[config.mk]
export PLATFORM = sky130hd
export DESIGN_NAME = lcd_status_reader
export DESIGN_NICKNAME = d
export VERILOG_FILES = /design/src/rtl/lcd_pkg.sv /design/src/rtl/lcd_bus_timer.sv /design/src/rtl/lcd_status_reader.sv
export SDC_FILE = /design/constraint.sdc
export NUM_CORES = 1
export LEC_CHECK = 0
export CAP_MARGIN = 20
export CORE_MARGIN = 1
export CORE_UTILIZATION = 50
export CTS_CLUSTER_DIAMETER = 80
export DETAILED_ROUTE_END_ITERATION = 8
export PLACE_DENSITY_LB_ADDON = 0.25
export SLEW_MARGIN = 20
export SYNTH_ARGS = -nofsm -noshare
export SYNTH_HDL_FRONTEND = slang
export SYNTH_HIERARCHICAL = 1
export SYNTH_SLANG_ARGS = --single-unit
[constraint.sdc]
create_clock -name clk -period 7.35 [get_ports clk]
set_input_delay 1.47 -clock clk [delete_from_list [all_inputs] [get_ports clk]]
set_output_delay 1.47 -clock clk [all_outputs]
set_load 0.05 [all_outputs]
[src/rtl/lcd_pkg.sv]
// lcd_pkg: shared HD44780 bus timing constants, cycle conversion and FSM state encoding
package lcd_pkg;

    localparam int unsigned CLK_HZ       = 50_000_000;
    localparam int unsigned T_AS_NS      = 60;
    localparam int unsigned T_PW_NS      = 500;
    localparam int unsigned T_LOW_NS     = 500;
    localparam int unsigned T_TIMEOUT_NS = 1_000_000;

    typedef enum logic [2:0] {
        ST_IDLE,
        ST_SETUP,
        ST_EN_HIGH,
        ST_EN_LOW,
        ST_EVAL
    } lcd_state_e;

    function automatic int unsigned ns_to_cyc(input int unsigned ns);
        return int'((64'(ns) * 64'(CLK_HZ) + 64'd999_999_999) / 64'd1_000_000_000);
    endfunction

endpackage

[src/rtl/lcd_bus_timer.sv]
// lcd_bus_timer: loadable down-counter with zero flag for LCD bus phase timing
module lcd_bus_timer #(
    parameter int W = 8
) (
    input  logic         clk,
    input  logic         rst,
    input  logic         load,
    input  logic [W-1:0] value,
    output logic         zero
);

    logic [W-1:0] cnt;

    // count down to zero and hold there until reloaded
    always_ff @(posedge clk) begin
        if (rst)
            cnt <= '0;
        else if (load)
            cnt <= value;
        else if (cnt != '0)
            cnt <= cnt - 1'b1;
    end

    // zero marks the final cycle of the loaded phase
    always_comb begin
        zero = (cnt == '0);
    end

endmodule

[src/rtl/lcd_status_reader.sv]
// lcd_status_reader: HD44780 busy-flag/address read cycles with optional poll-until-ready
module lcd_status_reader
    import lcd_pkg::*;
#(
    parameter int T_AS_CYC    = ns_to_cyc(T_AS_NS),
    parameter int T_PW_CYC    = ns_to_cyc(T_PW_NS),
    parameter int T_LOW_CYC   = ns_to_cyc(T_LOW_NS),
    parameter int TIMEOUT_CYC = ns_to_cyc(T_TIMEOUT_NS)
) (
    input  logic       clk,
    input  logic       rst,
    input  logic       req,
    input  logic       mode,
    output logic       done,
    output logic       busy_flag,
    output logic [6:0] addr_cnt,
    output logic       timeout,
    output logic       bus_own,
    output logic       lcd_rs,
    output logic       lcd_rw,
    output logic       lcd_en,
    output logic       lcd_data_oe,
    input  logic [7:0] lcd_data_i
);

    if (T_AS_CYC < 1 || T_PW_CYC < 1 || T_LOW_CYC < 1 || TIMEOUT_CYC < 1) begin : g_param_check
        $error("lcd_status_reader: every *_CYC parameter must be >= 1");
    end

    localparam int MAX_AP = (T_AS_CYC > T_PW_CYC) ? T_AS_CYC : T_PW_CYC;
    localparam int MAX_C  = (MAX_AP > T_LOW_CYC) ? MAX_AP : T_LOW_CYC;
    localparam int TW     = $clog2(MAX_C + 1);
    localparam int EW     = $clog2(TIMEOUT_CYC + 1);

    lcd_state_e    state;
    lcd_state_e    nxt;
    logic          tmr_load;
    logic [TW-1:0] tmr_val;
    logic          tmr_zero;
    logic          mode_r;
    logic [EW-1:0] elapsed;
    logic          elapsed_hit;
    logic          finish;
    logic          tmo_now;
    logic          timeout_r;

    lcd_bus_timer #(.W(TW)) u_timer (
        .clk   (clk),
        .rst   (rst),
        .load  (tmr_load),
        .value (tmr_val),
        .zero  (tmr_zero)
    );

    // finish decision made in EVAL from the freshly sampled busy flag
    always_comb begin
        elapsed_hit = (elapsed >= EW'(TIMEOUT_CYC));
        finish      = !mode_r || !busy_flag || elapsed_hit;
        tmo_now     = mode_r && busy_flag && elapsed_hit;
    end

    // state register
    always_ff @(posedge clk) begin
        if (rst)
            state <= ST_IDLE;
        else
            state <= nxt;
    end

    // next-state: each timed phase advances when the bus timer reaches zero
    always_comb begin
        nxt = state;
        case (state)
            ST_IDLE:    nxt = req ? ST_SETUP : ST_IDLE;
            ST_SETUP:   nxt = tmr_zero ? ST_EN_HIGH : ST_SETUP;
            ST_EN_HIGH: nxt = tmr_zero ? ST_EN_LOW : ST_EN_HIGH;
            ST_EN_LOW:  nxt = tmr_zero ? ST_EVAL : ST_EN_LOW;
            ST_EVAL:    nxt = finish ? ST_IDLE : ST_SETUP;
            default:    nxt = ST_IDLE;
        endcase
    end

    // outputs and timer reload on entry to each timed phase
    always_comb begin
        tmr_load    = (nxt != state) && (nxt != ST_IDLE) && (nxt != ST_EVAL);
        tmr_val     = (nxt == ST_SETUP)   ? TW'(T_AS_CYC - 1) :
                      (nxt == ST_EN_HIGH) ? TW'(T_PW_CYC - 1) : TW'(T_LOW_CYC - 1);
        bus_own     = (state != ST_IDLE);
        lcd_rw      = bus_own;
        lcd_en      = (state == ST_EN_HIGH);
        lcd_rs      = 1'b0;
        lcd_data_oe = 1'b0;
        done        = (state == ST_EVAL) && finish;
        timeout     = done ? tmo_now : timeout_r;
    end

    // sample DB7..0 on the last EN-high cycle
    always_ff @(posedge clk) begin
        if (rst) begin
            busy_flag <= 1'b1;
            addr_cnt  <= '0;
        end else if (state == ST_EN_HIGH && tmr_zero) begin
            busy_flag <= lcd_data_i[7];
            addr_cnt  <= lcd_data_i[6:0];
        end
    end

    // latch mode at request, run the saturating elapsed counter while active
    always_ff @(posedge clk) begin
        if (rst) begin
            mode_r  <= 1'b0;
            elapsed <= '0;
        end else if (state == ST_IDLE && req) begin
            mode_r  <= mode;
            elapsed <= '0;
        end else if (state != ST_IDLE && !elapsed_hit) begin
            elapsed <= elapsed + 1'b1;
        end
    end

    // hold the timeout result from the completing EVAL onwards
    always_ff @(posedge clk) begin
        if (rst)
            timeout_r <= 1'b0;
        else if (done)
            timeout_r <= tmo_now;
    end

endmodule
==> flow_metrics.tcl <==
set metrics [dict create \
    power_uw 568 \
    fin_skew_ns 0.0115 \
    drc_errors 0 \
    cts.sinks 34 \
    grt_use_total_pct 22.0 \
    area_delta_synth_final_pct 16.0 \
    gp_congestion 0.883 \
    drive_gt1_share_pct 8.79 \
    rsz0062_at_grt "false" \
    wl_per_cell_um 13.4 \
    worstHoldPathType "flop to flop" \
    cts_resized 0 \
    ir_drop_mv 0.124 \
    post_cts_buffers 0 \
    r2r_start "u_timer/cnt[0]" \
    end_kind "primary output" \
    cts_inserted_buffers 5 \
    drt-initial-drc-count 118 \
    dp_hpwl_um 2750 \
    synth_xor_area_share_pct 0.960 \
    drt_wl_total_um 3810 \
    path_cells "nor3b_1 > mux2_2 > a31oi_1 > clkdlybuf4s50_1" \
    crit_fanout 9 \
    cts_tree "done" \
    routed_via_density 5.61 \
    dieArea_sq_mm 0.00389 \
    r2r_slack_ns 4.33 \
    critPathBufInv 1 \
    grt_overflow_total 0 \
    maxCapViolCount 0 \
    io_buffers 24 \
    r2r_cells 10 \
    synth_cell_type_count 51 \
    synth_edf_count 0 \
    synth-compound-area-share_pct 19.5 \
    regArea_sq_um 681 \
    pin_count 27 \
    cp.required_ns 5.88 \
    die_w_um 62.4 \
    fmax_ghz 0.244 \
    h-tree-depth 2 \
    critical_path.slowest_cell "clkdlybuf4s50_1" \
    critPathLaunchType "flop" \
    powerDensity_mw_per_mm2 269 \
    max_stage_delay_ns 0.83 \
    synth_area_sq_mm 0.00182 \
    yosys_register_bits 34 \
    synth-adder-area-share_pct 2.06 \
    fin_crit_sh_pct 55.7 \
    nets 253 \
    relSlewSlack_pct 35.5 \
    slew_viol_final 0 \
    antenna_left 0 \
    crit_end "timeout" \
    grt_first_pass_wirelength_um 6790 \
    diodes 0 \
    synth-simple-area-share_pct 29.4 \
    r2r_end "u_timer/cnt[1]" \
    crit_family "buffers and inverters" \
    crit_cells 4 \
    clk-insertion-delay-late_ns 0.34 \
    synthCells 217 \
    worstPathArrival_ns 2.63 \
    clk_pin_slew_ns 0.10 \
    fin_util_pct 62.0 \
    fp.dieH_um 62.4 \
    syn_avg_cell_area_sq_um 8.41 \
    floorplan.initialDensity_pct 53.4 \
    synthArstFlopShare_pct 0 \
    setup_viol 0 \
    hold_viol_final 0 \
    grt_max_degree 25 \
    tns_ns 0 \
    vias 1598 \
    firstDrtPassIters 4 \
    antenna_found_initial 0 \
    postCtsHoldBufs 0 \
    fillCellCount 300 \
    path_class "flop to primary output" \
    worstMarginPinSlew_ns 0.955 \
    synth_top_family_by_area "simple AND/OR/NAND/NOR gates" \
    grt_pass1_vias 1503 \
    crit_start "state[2]" \
    yosys_most_used_dff "dfxtp_1" \
    yosysSeqAreaShare_pct 37.3 \
    yosys-mux-area-fraction_pct 3.43 \
    multi_input_area_sq_mm 0.00103 \
    ys_warn_count 6 \
    min_period_ns 4.10 \
    rows 21 \
    status "finished clean" \
    core-area_sq_mm 0.00342 \
    ctsLongestPathBuffers 2 \
    cts_root_buf "clkbuf_4" \
    power.leakage_nw 0.698 \
]
[metrics by stage]
stage	setup WS, ns	hold slack [ns]	instances	instance area (sq um)
floorplan	3.94	0.453	220	1840
global placement	3.72	0.443	277	2050
detailed placement	3.64	0.449	277	2050
CTS	3.24	0.471	285	2120
global route	3.11	0.488	285	2120
finish	3.25	0.468	285	2120
[per-layer routing]
layer  GRT usage, %  vias to the layer above  part of all wire [%]
li1               -                      835                     -
met1           28.2                      723                    50
met2           34.2                       33                    45
met3           5.11                        7                   3.3
met4           11.3                        0                   2.1
met5              0                        -                     0
[worst reg2reg max path, stage by stage, from the launching register on]
cell and delay [ns]:
dfxtp_1 0.34, inv_1 0.08, ha_1 0.21, nor4b_4 0.50, nand2_1 0.19, a21oi_1 0.16
a31oi_1 0.05, o21ai_0 0.59, inv_1 0.25, and4_2 0.27, a311o_1 0.25
[cell usage in the layout (no fill, tap or decap), types with 5 or more instances in the layout]
master,Yosys,layout
dfxtp_1,34,34
nand2_1,31,31
clkdlybuf4s50_1,0,24
a21oi_1,23,23
inv_1,13,13
or4_1,10,10
or3_1,9,9
nand3_1,9,9
o31ai_1,7,7
o21ai_0,6,6
clkbuf_4,0,5
[Yosys cell counts, types with 3 or more instances]
cell | count | share of area, %
dfxtp_1 | 34 | 37
nand2_1 | 31 | 6.4
a21oi_1 | 23 | 6.3
inv_1 | 13 | 2.7
or4_1 | 10 | 4.1
nand3_1 | 9 | 2.5
or3_1 | 9 | 3.1
o31ai_1 | 7 | 2.9
o21ai_0 | 6 | 1.6
buf_2 | 4 | 1.1
clkbuf_1 | 4 | 0.82
mux2i_1 | 4 | 2.2
nand4_1 | 4 | 1.4
buf_4 | 3 | 1.2
ha_1 | 3 | 2.1
nor2_1 | 3 | 0.62
nor4_1 | 3 | 1.0
o21a_1 | 3 | 1.2
[sequential cells by signal, indices dropped and copies added, names as in the netlist]
signal / flops
elapsed: 16
addr_cnt: 7
u_timer/cnt: 5
state: 3
busy_flag: 1
mode_r: 1
timeout_r: 1
[worst min path at each step]
stage / startpoint / end / slack, ns / depth (start not counted)
2_1_floorplan: elapsed[6] / elapsed[6] / 0.45 / 2
3_3_place_gp: addr_cnt[0] / addr_cnt[0] / 0.44 / 2
3_5_place_dp: addr_cnt[2] / addr_cnt[2] / 0.45 / 2
4_1_cts: addr_cnt[3] / addr_cnt[3] / 0.47 / 2
5_1_grt: addr_cnt[5] / addr_cnt[5] / 0.49 / 2
6_report: addr_cnt[4] / addr_cnt[4] / 0.47 / 2
[cell type report]
class	count	area share (%)
flip-flops and latches	34	32.2
inverters	13	2.30
clock buffers	6	2.42
repair buffers	24	11.3
multi-input cells	160	48.5
well taps	46	2.72
clock inverters	2	0.591
[cell families (layout without fill, tap and decap cells)]
| logic type | count (synthesis) | in the layout |
|---|---|---|
| compound gates | 55 | 55 |
| xor+xnor | 2 | 2 |
| fa+ha+maj | 3 | 3 |
| buf+inv | 26 | 45 |
| flops | 34 | 34 |
| mux | 6 | 6 |
| other cells | 1 | 4 |
| simple gates | 90 | 90 |
[power by group]
| part | switching (mW) | internal (mW) | total (mW) |
|---|---|---|---|
| Sequential | 0.0269 | 0.206 | 0.233 |
| Clock | 0.0633 | 0.0459 | 0.109 |
| Combinational | 0.138 | 0.0883 | 0.226 |
| Total | 0.228 | 0.340 | 0.568 |
Power figures use the tool's default switching activity.
